==> config.mk <==
export PLATFORM = sky130hd
export DESIGN_NAME = rto_write_arbiter
export DESIGN_NICKNAME = d
export VERILOG_FILES = /design/src/rtl/rto_pkg.sv /design/src/rtl/rr_priority_select.sv /design/src/rtl/rto_write_arbiter.sv
export SDC_FILE = /design/constraint.sdc
export NUM_CORES = 1
export LEC_CHECK = 0
export ABC_AREA = 1
export ABC_CLOCK_PERIOD_IN_PS = 3100
export BUFFER_PORTS_ARGS = -buffer_cell sky130_fd_sc_hd__buf_2
export CELL_PAD_IN_SITES_DETAIL_PLACEMENT = 1
export CELL_PAD_IN_SITES_GLOBAL_PLACEMENT = 1
export CORE_AREA = 2 2 282 284
export DETAILED_ROUTE_END_ITERATION = 8
export DIE_AREA = 0 0 284 286
export PLACE_DENSITY_LB_ADDON = 0.15
export SLEW_MARGIN = 15
export SYNTH_ARGS = -nofsm -noshare
export SYNTH_HDL_FRONTEND = slang
export SYNTH_HIERARCHICAL = 1
export SYNTH_SLANG_ARGS = --single-unit
==> constraint.sdc <==
create_clock -name clk -period 3.1 [get_ports clk]
set_input_delay 0.155 -clock clk [delete_from_list [all_inputs] [get_ports clk]]
set_output_delay 0.155 -clock clk [all_outputs]
set_load 0.02 [all_outputs]
==> src/rtl/rto_pkg.sv <==
// Shared types and helpers for the RTOC write arbiter.
// Holds the arbiter FSM encoding and index-width helpers.
package rto_pkg;

    typedef enum logic [1:0] {
        ST_IDLE  = 2'd0,
        ST_BURST = 2'd1,
        ST_FLUSH = 2'd2
    } arb_state_t;

    // Width needed to index n requesters (never below 1 bit).
    function automatic int idx_width(input int n);
        return (n <= 2) ? 1 : $clog2(n);
    endfunction

    // Modulo-n increment of a requester index.
    function automatic int wrap_inc(input int i, input int n);
        return (i >= n - 1) ? 0 : i + 1;
    endfunction

endpackage

==> src/rtl/rr_priority_select.sv <==
// Round-robin priority search over a valid vector.
// Returns the first set bit at or after ptr, wrapping around.
module rr_priority_select
    import rto_pkg::*;
#(
    parameter int NUM_REQ = 4,
    parameter int IW      = idx_width(NUM_REQ)
) (
    input  logic [NUM_REQ-1:0] valid,
    input  logic [IW-1:0]      ptr,
    output logic [IW-1:0]      index,
    output logic               found
);

    int cand;

    // Walk the ring starting at ptr; keep the first valid hit.
    always_comb begin
        index = '0;
        found = 1'b0;
        cand  = 0;
        for (int i = 0; i < NUM_REQ; i++) begin
            cand = (int'(ptr) + i) % NUM_REQ;
            if (!found && valid[cand[IW-1:0]]) begin
                found = 1'b1;
                index = cand[IW-1:0];
            end
        end
    end

endmodule

==> src/rtl/rto_write_arbiter.sv <==
// Burst-oriented round-robin arbiter for the RTOC_Core FIFO write port.
// An owner keeps the port until its last entry or until flush aborts it.
module rto_write_arbiter
    import rto_pkg::*;
#(
    parameter int NUM_REQ    = 4,
    parameter int DATA_WIDTH = 128,
    parameter int CNT_WIDTH  = 16
) (
    input  logic                                clk,
    input  logic                                reset,
    input  logic                                flush,
    input  logic [NUM_REQ-1:0]                  req_valid,
    input  logic [NUM_REQ-1:0]                  req_last,
    input  logic [NUM_REQ-1:0][DATA_WIDTH-1:0]  req_data,
    output logic [NUM_REQ-1:0]                  req_ready,
    output logic                                fifo_write,
    output logic [DATA_WIDTH-1:0]               fifo_din,
    input  logic                                fifo_full,
    output logic [idx_width(NUM_REQ)-1:0]       grant_id,
    output logic                                busy,
    output logic [NUM_REQ-1:0][CNT_WIDTH-1:0]   accept_cnt,
    output logic                                abort_pulse
);

    localparam int IW = idx_width(NUM_REQ);

    arb_state_t    state;
    logic [IW-1:0] rr_ptr;
    logic [IW-1:0] sel_idx;
    logic          sel_found;
    logic [IW-1:0] grant_nxt;
    logic          xfer;

    rr_priority_select #(
        .NUM_REQ (NUM_REQ),
        .IW      (IW)
    ) u_sel (
        .valid (req_valid),
        .ptr   (rr_ptr),
        .index (sel_idx),
        .found (sel_found)
    );

    assign grant_nxt = IW'(wrap_inc(int'(grant_id), NUM_REQ));

    // Owner handshake: open only in BURST, closed by full or flush.
    always_comb begin
        req_ready = '0;
        if (state == ST_BURST && !fifo_full && !flush) begin
            req_ready[grant_id] = 1'b1;
        end
        xfer       = req_valid[grant_id] && req_ready[grant_id];
        fifo_write = xfer;
        fifo_din   = req_data[grant_id];
    end

    // Arbitration FSM with registered grant, busy, pointer and counters.
    always_ff @(posedge clk or posedge reset) begin
        if (reset) begin
            state       <= ST_IDLE;
            rr_ptr      <= '0;
            grant_id    <= '0;
            busy        <= 1'b0;
            abort_pulse <= 1'b0;
            accept_cnt  <= '0;
        end else begin
            abort_pulse <= 1'b0;
            if (xfer) begin
                accept_cnt[grant_id] <= accept_cnt[grant_id] + 1'b1;
            end
            unique case (state)
                ST_IDLE: begin
                    if (flush) begin
                        state <= ST_FLUSH;
                    end else if (sel_found) begin
                        grant_id <= sel_idx;
                        busy     <= 1'b1;
                        state    <= ST_BURST;
                    end
                end
                ST_BURST: begin
                    if (flush) begin
                        abort_pulse <= 1'b1;
                        rr_ptr      <= grant_nxt;
                        busy        <= 1'b0;
                        state       <= ST_FLUSH;
                    end else if (xfer && req_last[grant_id]) begin
                        rr_ptr <= grant_nxt;
                        busy   <= 1'b0;
                        state  <= ST_IDLE;
                    end
                end
                ST_FLUSH: begin
                    if (!flush) begin
                        state <= ST_IDLE;
                    end
                end
                default: begin
                    busy  <= 1'b0;
                    state <= ST_IDLE;
                end
            endcase
        end
    end

endmodule

# After elaboration in Yosys (flattened, before gate mapping)

Index checks and enable logic that the tools add are counted.

Flip-flop bits (word level): 72
Output and inout port bits: 201
Logic and storage cells: 97

Add/sub/neg operators: 5
Magnitude comparators: 7
Equality and inequality tests: 7
Mux-type cells: 48
Bitwise operators: 2
Reductions and logical operators: 19

Operators by type and width:

| operator                                                                 | count |
|---|---|
| 128-bit binary-select mux with 2-bit select                              | 1 |
| 128-bit 2-to-1 mux                                                       | 1 |
| 64-bit bitwise mux                                                       | 1 |
| 16-bit binary-select mux with 2-bit select                               | 1 |
| 16-bit demux with 2-bit select                                           | 1 |
| 16-bit 2-to-1 mux                                                        | 2 |
| 2-bit 2-to-1 mux                                                         | 12 |
| 1-bit 2-to-1 mux                                                         | 18 |
| 16-bit by 1-bit adder with 16-bit output (second input constant)         | 1 |
| 2-bit by 3-bit < comparator with 1-bit output (second input constant)    | 5 |
| 1-bit binary-select mux with 2-bit select                                | 7 |
| 1-bit logical AND                                                        | 8 |
| 2-bit inequality test (second input constant)                            | 3 |
| 2-bit case mux with 3 select lines                                       | 1 |
| 3-bit AND reduction                                                      | 2 |
| 1-bit zero test                                                          | 5 |
| 2-bit by 1-bit adder with 2-bit output (second input constant)           | 2 |
| 2-bit adder (second input constant)                                      | 2 |
| 4-bit 2-to-1 mux                                                         | 1 |
| 4-bit AND reduction                                                      | 1 |
| 3-bit by 2-bit inequality test with 1-bit output (second input constant) | 1 |
| 3-bit inequality test (second input constant)                            | 1 |
| 1-bit case mux with 3 select lines                                       | 1 |
| 1-bit demux with 2-bit select                                            | 1 |
| other kinds (8)                                                          | 9 |

# Longest topological paths before layout

Gate-level depths: netlist of run 1.

Word-level depth: 15
Gate-level depth with buffers: 18
Gate-level depth less buffers: 13

# Modules after synthesis

The synthesis of run 1 kept the hierarchy.

By module, submodules not included:

| module             | instances | cells each | area an instance (sq um) | sequential area each (sq um) |
|---|---|---|---|---|
| rto_write_arbiter  | 1         | 1267       | 7454.6                   | 1801.7 |
| rr_priority_select | 1         | 59         | 319.1                    | 0.0 |

# Least setup slack after synthesis of run 1

Ideal clock, no wire load.

Kind: reg-to-reg
Start: register grant_id[0]
End: register accept_cnt[41] in the netlist's numbering
Library setup time: 118 ps
Data arrival time: 2746 ps
Required time: 2982 ps
Slack: 236 ps
Stages on the path, launching flop included: 19
Path buffers: 7
Clock period less this slack: 2864 ps
Cells stage by stage: dfrtp_1 > buf_6 > inv_4 > buf_8 > buf_6 > buf_4 > buf_4 > buf_2 > ha_1 > inv_1 > nor2_2 > nand2_1 > nand3_2 > nand2_8 > inv_8 > nand2_4 > buf_6 > nand2_1 > nand2_1

Cells in the longest elaborated chain, start to end: 8

Ends and longest elaborated chain:

| item                                                                                                                                                | RTL line                | RTL |
|---|---|---|
| start: declaration                                                                                                                                  | rto_write_arbiter.sv:20 | `output logic [idx_width(NUM_REQ)-1:0] grant_id,` |
| start signal: assignment                                                                                                                            | rto_write_arbiter.sv:77 | `grant_id <= sel_idx;` |
| 2-bit by 3-bit < comparator with 1-bit output (implied by the code) or 2-bit by 1-bit greater-or-equal comparator with 1-bit output (tied branches) | rto_write_arbiter.sv:51 | `req_ready[grant_id] = 1'b1;` |
| 1-bit logical AND (implied by the code)                                                                                                             | rto_write_arbiter.sv:51 |  |
| 1-bit 2-to-1 mux (implied by the code)                                                                                                              | rto_write_arbiter.sv:51 |  |
| 1-bit demux with 2-bit select *                                                                                                                     | rto_write_arbiter.sv:51 |  |
| 4-bit 2-to-1 mux *                                                                                                                                  | rto_write_arbiter.sv:50 | `if (state == ST_BURST && !fifo_full && !flush) begin` |
| net req_ready[0]                                                                                                                                    | rto_write_arbiter.sv:16 | `output logic [NUM_REQ-1:0] req_ready,` |
| 1-bit binary-select mux with 2-bit select *                                                                                                         | rto_write_arbiter.sv:53 | `xfer = req_valid[grant_id] && req_ready[grant_id];` |
| 1-bit 2-to-1 mux (implied by the code) *                                                                                                            | rto_write_arbiter.sv:53 |  |
| 1-bit logical AND *                                                                                                                                 | rto_write_arbiter.sv:53 |  |
| net fifo_write                                                                                                                                      | rto_write_arbiter.sv:17 | `output logic fifo_write,` |
| end signal: indexed assignment                                                                                                                      | rto_write_arbiter.sv:70 | `accept_cnt[grant_id] <= accept_cnt[grant_id] + 1'b1;` |
| end: declaration                                                                                                                                    | rto_write_arbiter.sv:22 | `output logic [NUM_REQ-1:0][CNT_WIDTH-1:0] accept_cnt,` |

The timed path passes the listed nets; every way through them passes the cells marked *. The select of a mux whose other input is x is not followed.
A chain may end at the register's enable or synchronous reset.

# Worst setup path in the final report of run 1

Start: register grant_id[1]
End: output port fifo_din[52]

Cells in the longest elaborated chain, start to end: 2

Ends and longest elaborated chain:

| item                                        | RTL line                | RTL |
|---|---|---|
| 128-bit binary-select mux with 2-bit select | rto_write_arbiter.sv:55 | `fifo_din = req_data[grant_id];` |
| 128-bit 2-to-1 mux (implied by the code)    | rto_write_arbiter.sv:55 |  |
| end: declaration                            | rto_write_arbiter.sv:18 | `output logic [DATA_WIDTH-1:0] fifo_din,` |

No other way between the ends. The select of a mux whose other input is x is not followed.

==> impl_metrics.prom, run 1 <==
# TYPE chip_impl_metric gauge
chip_impl_metric{name="holdWs",unit="ps"} 136
chip_impl_metric{name="synth_nets",unit=""} 1855
chip_impl_metric{name="power_density",unit="nW/um2"} 1110
chip_impl_metric{name="remaining_drc_errors",unit=""} 0
chip_impl_info{name="reg_to_reg_endpoint",value="accept_cnt[6]$_DFFE_PP0P_"} 1
chip_impl_metric{name="layoutNonFillerInstCount",unit=""} 3045
chip_impl_metric{name="detailedPlacementHpwl",unit="um"} 62700
chip_impl_metric{name="worst_pin_slew",unit="ps"} 867
chip_impl_metric{name="cap_violations",unit=""} 0
chip_impl_metric{name="place_congestion",unit=""} 0.954
chip_impl_metric{name="yosys_warnings",unit=""} 6
chip_impl_metric{name="final_global_route_overflow_total",unit=""} 0
chip_impl_metric{name="worst_setup_hold_path_clk_slew",unit="ps"} 60
chip_impl_metric{name="ff2ff_setup_slack",unit="ps"} 630
chip_impl_metric{name="synth_compound_gate_area_share",unit=""} 0.284
chip_impl_metric{name="static-leakage-power",unit="nW"} 6.38
chip_impl_info{name="status",value="finished, final reports clean"} 1
chip_impl_info{name="crit_start",value="grant_id[1]$_DFFE_PP0P_"} 1
chip_impl_metric{name="yosys_register_bits",unit=""} 72
chip_impl_metric{name="vdd.ir_drop.worst",unit="V"} 0.000599
chip_impl_metric{name="design.portCount",unit=""} 725
chip_impl_metric{name="synth_adder_area_share",unit=""} 0.00805
chip_impl_metric{name="final.setup_skew",unit="ps"} 7.83
chip_impl_info{name="worst-setup-path-type",value="reg -> out"} 1
chip_impl_metric{name="fin_crit_sh",unit=""} 0.927
chip_impl_metric{name="via_count",unit=""} 12400
chip_impl_metric{name="dr.first_iter.drc_count",unit=""} 613
chip_impl_metric{name="grt_antenna_before_repair",unit=""} 69
chip_impl_metric{name="drt_pre_antenna_iters",unit=""} 4
chip_impl_metric{name="maxSlewHeadroom",unit=""} 0.422
chip_impl_metric{name="cts-root-to-sink-buffers",unit=""} 2
chip_impl_metric{name="synthSimpleGateAreaFrac",unit=""} 0.374
chip_impl_metric{name="post_synth_mux_area_share",unit=""} 0
chip_impl_metric{name="final_report_setup_violation_count",unit=""} 0
chip_impl_metric{name="core_area",unit="um2"} 78400
chip_impl_metric{name="design_power_total",unit="W"} 0.0140
chip_impl_metric{name="drive_above_1_share",unit=""} 0.413
chip_impl_info{name="crit_path_end",value="fifo_din[52]"} 1
chip_impl_info{name="post_synth_most_frequent_cells",value="sky130_fd_sc_hd__nand2_1, sky130_fd_sc_hd__nor2_1, sky130_fd_sc_hd__o21ai_0, sky130_fd_sc_hd__o22ai_1, sky130_fd_sc_hd__dfrtp_1"} 1
chip_impl_metric{name="worst_ep_arrival_time",unit="ps"} 2720
chip_impl_info{name="synth_top_family_by_area",value="simple AND/OR/NAND/NOR gates"} 1
chip_impl_metric{name="synth-seq-area-share",unit=""} 0.232
chip_impl_metric{name="cts.sinks",unit=""} 72
chip_impl_info{name="yosys.cell_count.top_type",value="sky130_fd_sc_hd__nand2_1"} 1
chip_impl_metric{name="synth_top_area_frac",unit=""} 0.232
chip_impl_metric{name="synthXorXnorAreaFrac",unit=""} 0.00982
chip_impl_metric{name="vias_per_cell",unit=""} 4.09
chip_impl_metric{name="layout.nets",unit=""} 2497
chip_impl_info{name="netlist.top_cell.by_area",value="sky130_fd_sc_hd__dfrtp_1"} 1
chip_impl_metric{name="final_core_util",unit=""} 0.162
chip_impl_metric{name="num_rows",unit=""} 103
chip_impl_metric{name="setup_tns",unit="ps"} 0
chip_impl_metric{name="achievable-frequency",unit="MHz"} 348
chip_impl_metric{name="grt_start_max_net_pins",unit=""} 143
chip_impl_metric{name="final_max_slew_viol_count",unit=""} 0
chip_impl_metric{name="timing.critical_path.fanout_max",unit=""} 38
chip_impl_metric{name="placedCellCount",unit=""} 3006
chip_impl_metric{name="reg2reg_depth",unit=""} 12
chip_impl_metric{name="chipWidth",unit="um"} 284
chip_impl_metric{name="worst_skew_pair.late_latency",unit="ps"} 360
chip_impl_info{name="cts_root_buf",value="sky130_fd_sc_hd__clkbuf_16"} 1
chip_impl_metric{name="numCtsBuffers",unit=""} 9
chip_impl_metric{name="period_needed",unit="ps"} 2880
chip_impl_metric{name="synthesis.area",unit="um2"} 7770
chip_impl_metric{name="antenna_left",unit=""} 0
chip_impl_metric{name="grt_usage",unit=""} 0.178
chip_impl_info{name="synthTopCellsByArea",value="sky130_fd_sc_hd__dfrtp_1, sky130_fd_sc_hd__o21ai_0, sky130_fd_sc_hd__nand2_1"} 1
chip_impl_metric{name="floorplan.initialDensity",unit=""} 0.0992
chip_impl_metric{name="die_h",unit="um"} 286
chip_impl_metric{name="proportion_of_register_bits_with_asynchronous_set_or_reset_after_synthesis",unit=""} 1.00
chip_impl_info{name="critical_path.endpoint_type",value="output pin"} 1
chip_impl_info{name="hold_class",value="in -> reg"} 1
chip_impl_metric{name="netlist_instances",unit=""} 1326
chip_impl_metric{name="grt_pass1_wl",unit="um"} 103000
chip_impl_metric{name="data_required_time_at_the_worst_endpoint",unit="ps"} 2940
chip_impl_metric{name="fill_cells",unit=""} 9931
chip_impl_info{name="ys.flop_type",value="sky130_fd_sc_hd__dfrtp_1"} 1
chip_impl_metric{name="htree_levels",unit=""} 3
chip_impl_info{name="cts_tree",value="done"} 1
chip_impl_info{name="unrepaired_setup_endpoints_after_global_routing",value="no"} 1
chip_impl_metric{name="flow.area_growth_from_synthesis",unit="%"} 63.3
chip_impl_info{name="crit-reg2reg-launch",value="grant_id[0]$_DFFE_PP0P_"} 1
chip_impl_metric{name="die_ar",unit="um2"} 81200
chip_impl_metric{name="totalWireLength",unit="um"} 76100
chip_impl_metric{name="synth_enable_flop_cells",unit=""} 0
chip_impl_metric{name="vias_in_the_first_global_route",unit=""} 12700
chip_impl_metric{name="io_buffers",unit=""} 724
chip_impl_metric{name="wl_per_cell",unit="um"} 25.0
chip_impl_info{name="critical_path.startpoint_type",value="flip-flop"} 1
chip_impl_metric{name="syn_area_per_cell",unit="um2"} 5.86
chip_impl_metric{name="finalHoldViolCount",unit=""} 0
chip_impl_metric{name="worstHoldPathCells",unit=""} 3
chip_impl_metric{name="synth.lib_cells_used.distinct",unit=""} 33
==> routing by layer <==
layer | vias up | global-route usage | share of wire
li1 | 5764 | - | -
met1 | 6049 | 0.214 | 0.41
met5 | - | 0 | 0.0026
met3 | 115 | 0.0472 | 0.066
met2 | 486 | 0.317 | 0.49
met4 | 30 | 0.0342 | 0.022
==> critical path, cell delays in order, from the launching register on <==
cell	delay [ps]
sky130_fd_sc_hd__dfrtp_4	580
sky130_fd_sc_hd__inv_4	210
sky130_fd_sc_hd__buf_4	410
sky130_fd_sc_hd__buf_4	450
sky130_fd_sc_hd__o21ai_0	160
sky130_fd_sc_hd__o22ai_1	260
sky130_fd_sc_hd__buf_2	240
==> state kept, by name, summed over array words and instances, names as in the netlist <==
| signal | flops |
|---|---|
| busy | 1 |
| accept_cnt | 64 |
| abort_pulse | 1 |
| state | 2 |
| rr_ptr | 2 |
| grant_id | 2 |
==> where the power goes <==
group	internal [W]	leakage [nW]	switching (W)
Clock	0.000625	0.140	0.000453
Sequential	0.00133	0.921	0.000501
Combinational	0.00318	5.32	0.00796
Total	0.00513	6.38	0.00891
==> cells by family after synthesis <==
group                    count (synthesis)
AO/OA/AOI/OAI                          407
XOR/XNOR                                 7
adder cells (fa/ha/maj)                  5
buffers and inverters                  148
flip-flops                              72
AND/OR/NAND/NOR                        687
==> how the worst min path moves through the flow <==
| stage | from | endpoint | slack [ps] |
|---|---|---|---|
| 6_report | flush | state[1]$_DFFE_PP0P_ | 140 |
| 3_3_place_gp | reset | accept_cnt[49]$_DFFE_PP0P_ | 360 |
| 2_1_floorplan | flush | state[1]$_DFFE_PP0P_ | 320 |
| 4_1_cts | flush | state[1]$_DFFE_PP0P_ | 110 |
| 5_1_grt | flush | state[0]$_DFFE_PP0P_ | 150 |
| 3_5_place_dp | reset | accept_cnt[17]$_DFFE_PP0P_ | 370 |
==> cells in the final DEF (no fill, tap or decap), types with 3 or more instances in the layout <==
cell type / n
sky130_fd_sc_hd__nor2_4: 6
sky130_fd_sc_hd__buf_4: 6
sky130_fd_sc_hd__inv_1: 33
sky130_fd_sc_hd__nand2_2: 18
sky130_fd_sc_hd__nand3_2: 6
sky130_fd_sc_hd__buf_2: 724
sky130_fd_sc_hd__a21oi_1: 7
sky130_fd_sc_hd__o21ai_0: 267
sky130_fd_sc_hd__nand2_4: 7
sky130_fd_sc_hd__xnor2_1: 3
sky130_fd_sc_hd__dfrtp_1: 70
sky130_fd_sc_hd__clkbuf_16: 9
sky130_fd_sc_hd__o22ai_1: 129
sky130_fd_sc_hd__ha_1: 5
sky130_fd_sc_hd__nand2_1: 304
sky130_fd_sc_hd__inv_2: 6
sky130_fd_sc_hd__nand3_1: 49
sky130_fd_sc_hd__diode_2: 22
sky130_fd_sc_hd__nor2_1: 279
sky130_fd_sc_hd__buf_12: 6
sky130_fd_sc_hd__nor2_2: 12
==> cell type report <==
class	instances	area (um2)	area share
antenna	22	55.1	0.00434
clock buffer	11	233	0.0183
clock inverter	5	56.3	0.00444
inverter	42	175	0.0138
multi-input combinational	1106	5250	0.414
sequential	72	1810	0.143
tap	1050	1310	0.103
timing repair buffer	737	3800	0.299
==> per-stage QoR <==
stage                     instance area, um2  setup slack [ps]
after global placement                 12300               558
after detailed placement               12300               533
after global routing                   12700              88.1
after CTS                              12600               173
after floorplan                         7770               236
final                                  12700               225
==> repair_timing <==
action,CTS,global route
hold buffers,1,0
resized for setup,0,0
buffers inserted,0,0
hold endpoints to repair,12,0
Power figures use the tool's default switching activity.
==> run 2: changes to the inputs <==
--- a/config.mk
+++ b/config.mk
@@ -13,7 +13,7 @@
 export CORE_AREA = 2 2 282 284
 export DETAILED_ROUTE_END_ITERATION = 8
 export DIE_AREA = 0 0 284 286
-export PLACE_DENSITY_LB_ADDON = 0.15
+export PLACE_DENSITY_LB_ADDON = 0.1
 export SLEW_MARGIN = 15
 export SYNTH_ARGS = -nofsm -noshare
 export SYNTH_HDL_FRONTEND = slang
==> run 2 against run 1 <==
  * Cell count is 0.16% higher
  * Via count rose by 1.4%
  * Clock skew fell by 1.1 ps
  * Core utilization is 0.072 points higher
  * Wire length grew 14%
  * Worst setup slack improved by 69 ps
  * Hold slack got worse by 16 ps
  * Combinational power up 5%
  * Flip-flop and latch count is the same
  * Critical path depth fell by 1
  * Count of clock-buffer cells in the layout up 2
  * Non-clock buffer count grew 4
  * Largest cell class unchanged
==> impl_metrics.prom, run 2 (same netlist as run 1, synthesis figures left out) <==
# TYPE chip_impl_metric gauge
chip_impl_info{name="status",value="finished, final reports clean"} 1
chip_impl_metric{name="cts.repair.resized",unit=""} 0
chip_impl_metric{name="floorplan.initialDensity",unit=""} 0.0992
chip_impl_metric{name="grt_antenna_before_repair",unit=""} 84
chip_impl_metric{name="post_cts_buffers",unit=""} 0
chip_impl_info{name="critical_path.startpoint_type",value="flip-flop"} 1
chip_impl_metric{name="static-leakage-power",unit="nW"} 6.42
chip_impl_metric{name="final.setup_skew",unit="ps"} 6.68
chip_impl_metric{name="achievable-frequency",unit="MHz"} 356
chip_impl_metric{name="detailedPlacementHpwl",unit="um"} 72700
chip_impl_metric{name="final_core_util",unit=""} 0.163
chip_impl_info{name="critical_path.endpoint_type",value="output pin"} 1
chip_impl_metric{name="design.portCount",unit=""} 725
chip_impl_metric{name="reg2reg_depth",unit=""} 13
chip_impl_metric{name="period_needed",unit="ps"} 2810
chip_impl_metric{name="place_congestion",unit=""} 1.01
chip_impl_metric{name="worst_skew_pair.late_latency",unit="ps"} 370
chip_impl_metric{name="remaining_drc_errors",unit=""} 0
chip_impl_metric{name="worstHoldPathCells",unit=""} 3
chip_impl_metric{name="finalHoldViolCount",unit=""} 0
chip_impl_metric{name="timing.critical_path.fanout_max",unit=""} 94
chip_impl_metric{name="flow.area_growth_from_synthesis",unit="%"} 64.0
chip_impl_metric{name="maxSlewHeadroom",unit=""} 0.308
chip_impl_info{name="layout_common_cells",value="sky130_fd_sc_hd__buf_2, sky130_fd_sc_hd__nand2_1, sky130_fd_sc_hd__nor2_1"} 1
chip_impl_info{name="layout_commonest_cell",value="sky130_fd_sc_hd__buf_2"} 1
chip_impl_metric{name="cts.sinks",unit=""} 72
chip_impl_info{name="unrepaired_setup_endpoints_after_global_routing",value="no"} 1
chip_impl_info{name="reg_to_reg_endpoint",value="accept_cnt[63]$_DFFE_PP0P_"} 1
chip_impl_metric{name="die_ar",unit="um2"} 81200
chip_impl_metric{name="drt_pre_antenna_iters",unit=""} 4
chip_impl_metric{name="worst_ep_arrival_time",unit="ps"} 2650
chip_impl_metric{name="ff2ff_setup_slack",unit="ps"} 670
chip_impl_metric{name="cap_violations",unit=""} 0
chip_impl_metric{name="grt_start_max_net_pins",unit=""} 161
chip_impl_metric{name="post_cts_hold_buffer_count",unit=""} 1
chip_impl_info{name="cts_tree",value="done"} 1
chip_impl_metric{name="data_required_time_at_the_worst_endpoint",unit="ps"} 2940
chip_impl_metric{name="dr.first_iter.drc_count",unit=""} 737
chip_impl_metric{name="grt_usage",unit=""} 0.204
chip_impl_metric{name="worst_pin_slew",unit="ps"} 1040
chip_impl_info{name="whs_endpoint",value="state[1]$_DFFE_PP0P_"} 1
chip_impl_info{name="max_flop_register",value="accept_cnt"} 1
chip_impl_info{name="hold_path.startpoint",value="flush"} 1
chip_impl_metric{name="drive_above_1_share",unit=""} 0.414
chip_impl_metric{name="grt_pass1_wl",unit="um"} 115000
chip_impl_info{name="crit-reg2reg-launch",value="grant_id[0]$_DFFE_PP0P_"} 1
chip_impl_metric{name="cts-root-to-sink-buffers",unit=""} 2
chip_impl_metric{name="layout.nets",unit=""} 2501
chip_impl_metric{name="final_report_setup_violation_count",unit=""} 0
chip_impl_info{name="cts_root_buf",value="sky130_fd_sc_hd__clkbuf_16"} 1
chip_impl_info{name="hold_class",value="in -> reg"} 1
chip_impl_metric{name="fin_crit_sh",unit=""} 0.905
chip_impl_metric{name="htree_levels",unit=""} 3
chip_impl_metric{name="final_max_slew_viol_count",unit=""} 0
chip_impl_metric{name="totalWireLength",unit="um"} 86700
chip_impl_metric{name="vias_per_cell",unit=""} 4.14
chip_impl_metric{name="via_count",unit=""} 12600
chip_impl_metric{name="pre_cts_ws",unit="ps"} 589
chip_impl_metric{name="chipWidth",unit="um"} 284
chip_impl_metric{name="vdd.ir_drop.worst",unit="V"} 0.00102
chip_impl_metric{name="die_h",unit="um"} 286
chip_impl_metric{name="worst_slack",unit="ps"} 294
chip_impl_metric{name="num_rows",unit=""} 103
chip_impl_metric{name="power_density",unit="nW/um2"} 1140
chip_impl_metric{name="core_area",unit="um2"} 78400
chip_impl_metric{name="io_buffers",unit=""} 724
chip_impl_metric{name="worst_setup_hold_path_clk_slew",unit="ps"} 60
chip_impl_metric{name="largest_register_ff_count",unit=""} 64
chip_impl_metric{name="antenna_left",unit=""} 0
chip_impl_metric{name="setup_tns",unit="ps"} 0
chip_impl_metric{name="final_global_route_overflow_total",unit=""} 0
chip_impl_info{name="worst-setup-path-type",value="reg -> out"} 1
chip_impl_metric{name="vias_in_the_first_global_route",unit=""} 12800
chip_impl_metric{name="numCtsBuffers",unit=""} 9
chip_impl_metric{name="wl_per_cell",unit="um"} 28.4
==> run 2: cell type report <==
type                    instances  area [um2]
well taps                    1050        1310
clock buffers                  13         260
repair buffers                741        3840
multi-input cells            1106        5250
flip-flops and latches         72        1810
diodes                         23        57.6
clock inverters                 3        40.0
inverters                      42         175
fillers                      9884       65600
==> run 2: through the flow <==
| step | total power [W] | hold slack (ps) | area (um2) | cells |
|---|---|---|---|---|
| after floorplan | 0.00870 | 320 | 7770 | 1326 |
| after global placement | 0.0136 | 394 | 12400 | 3010 |
| after detailed placement | 0.0136 | 395 | 12400 | 3010 |
| after CTS | 0.0148 | 94.1 | 12700 | 3027 |
| after global routing | 0.0157 | 127 | 12700 | 3039 |
| final | 0.0145 | 120 | 12800 | 3050 |
==> run 2: worst max-delay path: stages, from the launching register on <==
cell,delay (ps)
sky130_fd_sc_hd__dfrtp_4,540
sky130_fd_sc_hd__inv_8,170
sky130_fd_sc_hd__buf_4,780
sky130_fd_sc_hd__nor2_1,280
sky130_fd_sc_hd__o22ai_1,250
sky130_fd_sc_hd__buf_2,190
==> run 2: per-layer routing <==
| layer | share of wire | vias to the layer above | GRT usage |
|---|---|---|---|
| met5 | 0.0014 | - | 0 |
| met4 | 0.023 | 18 | 0.0493 |
| met3 | 0.055 | 149 | 0.0380 |
| met2 | 0.50 | 515 | 0.364 |
| met1 | 0.42 | 6161 | 0.252 |
| li1 | - | 5777 | - |
==> run 2: power breakdown <==
| part | switching (W) | internal, W | total (W) |
|---|---|---|---|
| Combinational | 0.00835 | 0.00323 | 0.0116 |
| Sequential | 0.000496 | 0.00133 | 0.00182 |
| Clock | 0.000451 | 0.000665 | 0.00112 |
| Total | 0.00930 | 0.00522 | 0.0145 |
==> run 2: worst max-delay path by stage <==
stage / endpoint / slack, ps / start
2_1_floorplan: accept_cnt[41]$_DFFE_PP0P_ / 240 / grant_id[0]$_DFFE_PP0P_
3_3_place_gp: accept_cnt[54]$_DFFE_PP0P_ / 590 / grant_id[0]$_DFFE_PP0P_
3_5_place_dp: accept_cnt[54]$_DFFE_PP0P_ / 590 / grant_id[0]$_DFFE_PP0P_
4_1_cts: fifo_din[121] / 270 / grant_id[1]$_DFFE_PP0P_
5_1_grt: fifo_din[23] / 160 / grant_id[0]$_DFFE_PP0P_
6_report: fifo_din[5] / 290 / grant_id[0]$_DFFE_PP0P_
==> run 3: changes to the inputs <==
--- a/config.mk
+++ b/config.mk
@@ -7,15 +7,16 @@
 export LEC_CHECK = 0
 export ABC_AREA = 1
 export ABC_CLOCK_PERIOD_IN_PS = 3100
-export BUFFER_PORTS_ARGS = -buffer_cell sky130_fd_sc_hd__buf_2
+export BUFFER_PORTS_ARGS = -buffer_cell sky130_fd_sc_hd__clkbuf_2
 export CELL_PAD_IN_SITES_DETAIL_PLACEMENT = 1
 export CELL_PAD_IN_SITES_GLOBAL_PLACEMENT = 1
 export CORE_AREA = 2 2 282 284
 export DETAILED_ROUTE_END_ITERATION = 8
 export DIE_AREA = 0 0 284 286
 export PLACE_DENSITY_LB_ADDON = 0.1
-export SLEW_MARGIN = 15
+export SLEW_MARGIN = 25
 export SYNTH_ARGS = -nofsm -noshare
 export SYNTH_HDL_FRONTEND = slang
 export SYNTH_HIERARCHICAL = 1
 export SYNTH_SLANG_ARGS = --single-unit
+export TNS_END_PERCENT = 100
==> run 3 against run 2 <==
  * Worst setup slack got worse by 110 ps
  * Sequential power barely moved
  * Clock power grew 23%
  * Register-to-register slack about the same
  * First-iteration DRC count fell by 21%
  * Count of clock-buffer cells in the layout decreased by 3
==> impl_metrics.prom, run 3 (same netlist as run 1, synthesis figures left out) <==
# TYPE chip_impl_metric gauge
chip_impl_metric{name="final.setup_skew",unit="ps"} 6.25
chip_impl_metric{name="timing.critical_path.fanout_max",unit=""} 151
chip_impl_metric{name="p_comb_frac",unit=""} 0.785
chip_impl_info{name="reg_to_reg_endpoint",value="accept_cnt[54]$_DFFE_PP0P_"} 1
chip_impl_metric{name="num_rows",unit=""} 103
chip_impl_metric{name="final_report_setup_violation_count",unit=""} 0
chip_impl_metric{name="share_clk_of_total_power",unit=""} 0.093
chip_impl_metric{name="seq_power_share",unit=""} 0.122
chip_impl_metric{name="htree_levels",unit=""} 3
chip_impl_metric{name="reg2reg_depth",unit=""} 9
chip_impl_metric{name="final_max_slew_viol_count",unit=""} 0
chip_impl_metric{name="data_required_time_at_the_worst_endpoint",unit="ps"} 2940
chip_impl_metric{name="dr.first_iter.drc_count",unit=""} 583
chip_impl_metric{name="vdd.ir_drop.worst",unit="V"} 0.000545
chip_impl_metric{name="die_h",unit="um"} 286
chip_impl_metric{name="finalHoldViolCount",unit=""} 0
chip_impl_metric{name="switching_power",unit="W"} 0.00943
chip_impl_info{name="unrepaired_setup_endpoints_after_global_routing",value="no"} 1
chip_impl_metric{name="worst_setup_hold_path_clk_slew",unit="ps"} 60
chip_impl_info{name="status",value="finished, final reports clean"} 1
chip_impl_metric{name="via_count",unit=""} 12500
chip_impl_metric{name="worst_skew_pair.late_latency",unit="ps"} 370
chip_impl_metric{name="remaining_drc_errors",unit=""} 0
chip_impl_metric{name="chipWidth",unit="um"} 284
chip_impl_metric{name="detailedPlacementHpwl",unit="um"} 72300
chip_impl_metric{name="grt_pass1_wl",unit="um"} 114000
chip_impl_info{name="layout_commonest_cell",value="sky130_fd_sc_hd__clkbuf_2"} 1
chip_impl_metric{name="pre_cts_ws",unit="ps"} 412
chip_impl_metric{name="setup_tns",unit="ps"} 0
chip_impl_info{name="critical_path.startpoint_type",value="flip-flop"} 1
chip_impl_metric{name="design.portCount",unit=""} 725
chip_impl_metric{name="maxSlewHeadroom",unit=""} 0.480
chip_impl_metric{name="layout.nets",unit=""} 2501
chip_impl_metric{name="achievable-frequency",unit="MHz"} 343
chip_impl_metric{name="static-leakage-power",unit="nW"} 6.56
chip_impl_metric{name="cap_violations",unit=""} 0
chip_impl_info{name="layout_common_cells",value="sky130_fd_sc_hd__clkbuf_2, sky130_fd_sc_hd__nand2_1, sky130_fd_sc_hd__nor2_1"} 1
chip_impl_metric{name="ff2ff_setup_slack",unit="ps"} 680
chip_impl_metric{name="totalWireLength",unit="um"} 86000
chip_impl_metric{name="worst_slack",unit="ps"} 188
chip_impl_metric{name="period_needed",unit="ps"} 2910
chip_impl_metric{name="antenna_left",unit=""} 0
chip_impl_metric{name="cell_internal_pwr",unit="W"} 0.00542
chip_impl_metric{name="largest_register_ff_count",unit=""} 64
chip_impl_metric{name="post_cts_buffers",unit=""} 0
chip_impl_metric{name="worstHoldPathCells",unit=""} 3
chip_impl_info{name="hold_class",value="in -> reg"} 1
chip_impl_metric{name="drive_above_1_share",unit=""} 0.415
chip_impl_info{name="cts_root_buf",value="sky130_fd_sc_hd__clkbuf_16"} 1
chip_impl_metric{name="post_dp_cell_area",unit="um2"} 12400
chip_impl_metric{name="power_density",unit="nW/um2"} 1160
chip_impl_info{name="worst-setup-path-type",value="reg -> out"} 1
chip_impl_info{name="crit-reg2reg-launch",value="grant_id[0]$_DFFE_PP0P_"} 1
chip_impl_metric{name="power.switching_fraction",unit=""} 0.635
chip_impl_metric{name="drt_pre_antenna_iters",unit=""} 4
chip_impl_metric{name="flow.area_growth_from_synthesis",unit="%"} 64.7
chip_impl_metric{name="grt_usage",unit=""} 0.202
chip_impl_metric{name="core_area",unit="um2"} 78400
chip_impl_metric{name="io_buffers",unit=""} 724
chip_impl_metric{name="place_congestion",unit=""} 1.02
chip_impl_metric{name="worst_ep_arrival_time",unit="ps"} 2760
chip_impl_metric{name="grt_start_max_net_pins",unit=""} 152
chip_impl_metric{name="cts-root-to-sink-buffers",unit=""} 2
chip_impl_metric{name="vias_per_cell",unit=""} 4.12
chip_impl_metric{name="worst_pin_slew",unit="ps"} 779
chip_impl_info{name="whs_endpoint",value="state[1]$_DFFE_PP0P_"} 1
chip_impl_metric{name="cts.sinks",unit=""} 72
chip_impl_info{name="hold_path.startpoint",value="flush"} 1
chip_impl_metric{name="final_instance_area",unit="um2"} 12800
chip_impl_metric{name="wl_per_cell",unit="um"} 28.3
chip_impl_metric{name="floorplan.initialDensity",unit=""} 0.0992
chip_impl_info{name="critical_path.endpoint_type",value="output pin"} 1
chip_impl_metric{name="fin_crit_sh",unit=""} 0.939
chip_impl_metric{name="final_global_route_overflow_total",unit=""} 0
chip_impl_info{name="max_flop_register",value="accept_cnt"} 1
chip_impl_metric{name="numCtsBuffers",unit=""} 9
chip_impl_metric{name="fill_cells",unit=""} 9917
chip_impl_metric{name="vias_in_the_first_global_route",unit=""} 12700
chip_impl_metric{name="grt_antenna_before_repair",unit=""} 49
chip_impl_metric{name="die_ar",unit="um2"} 81200
chip_impl_info{name="cts_tree",value="done"} 1
run 3: cell count changes in the layout (fill, tap and decap cells not counted), sizes merged:
cell    previous run  this run
diode             23        12
buf              740        16
bufinv             1         4
clkbuf            13       734
run 3: cell type report:
cell class / count / area, um2 / share of cell area
clock buffers: 10 / 239 / 0.0187
diodes: 12 / 30.0 / 0.00235
repair buffers: 741 / 3850 / 0.301
clock inverters: 6 / 130 / 0.0102
inverters: 42 / 175 / 0.0137
well taps: 1050 / 1310 / 0.103
multi-input cells: 1106 / 5250 / 0.410
flip-flops and latches: 72 / 1810 / 0.141
run 3: what timing repair did:
item | 4_1_cts | 5_1_grt
gates resized for setup | 1 | 0
hold buffers | 1 | 0
endpoints found under the setup margin | 1 | 0
endpoints found under the hold margin | 29 | 0
run 3: critical path, stage by stage, from the launching register on:
cell	delay [ps]
sky130_fd_sc_hd__dfrtp_4	460
sky130_fd_sc_hd__buf_12	250
sky130_fd_sc_hd__buf_12	490
sky130_fd_sc_hd__o21ai_0	470
sky130_fd_sc_hd__o22ai_1	300
sky130_fd_sc_hd__clkbuf_2	230
run 3: metrics by stage:
step	hold slack, ps	power [W]	util	cells
5_1_grt	145	0.0160	0.163	3036
2_1_floorplan	320	0.00870	-	1326
3_3_place_gp	345	0.0137	0.158	3010
6_report	110	0.0148	0.163	3039
4_1_cts	84.5	0.0152	0.163	3027
3_5_place_dp	349	0.0137	0.158	3010
run 3: worst max-delay path by stage:
stage	start	end	slack, ps	cells after the start
CTS	grant_id[0]$_DFFE_PP0P_	fifo_din[119]	160	5
global placement	grant_id[0]$_DFFE_PP0P_	fifo_din[121]	430	5
floorplan	grant_id[0]$_DFFE_PP0P_	accept_cnt[41]$_DFFE_PP0P_	240	18
finish	grant_id[0]$_DFFE_PP0P_	fifo_din[119]	190	5
global route	grant_id[0]$_DFFE_PP0P_	fifo_din[119]	30	5
detailed placement	grant_id[0]$_DFFE_PP0P_	fifo_din[121]	410	5
run 3: power groups by stage:
stage                     Combinational (W)  Sequential, W  Clock (W)
after detailed placement             0.0119        0.00184          0
after CTS                            0.0119        0.00183    0.00142
final                                0.0117        0.00181    0.00138
after global routing                 0.0126        0.00189    0.00144
after floorplan                     0.00667        0.00202          0
after global placement               0.0119        0.00185          0
run 3: per-layer routing:
metal | part of all wire | track usage
met1 | 0.43 | 0.252
met2 | 0.50 | 0.359
met3 | 0.048 | 0.0377
met4 | 0.023 | 0.0450
met5 | 0.00080 | 0
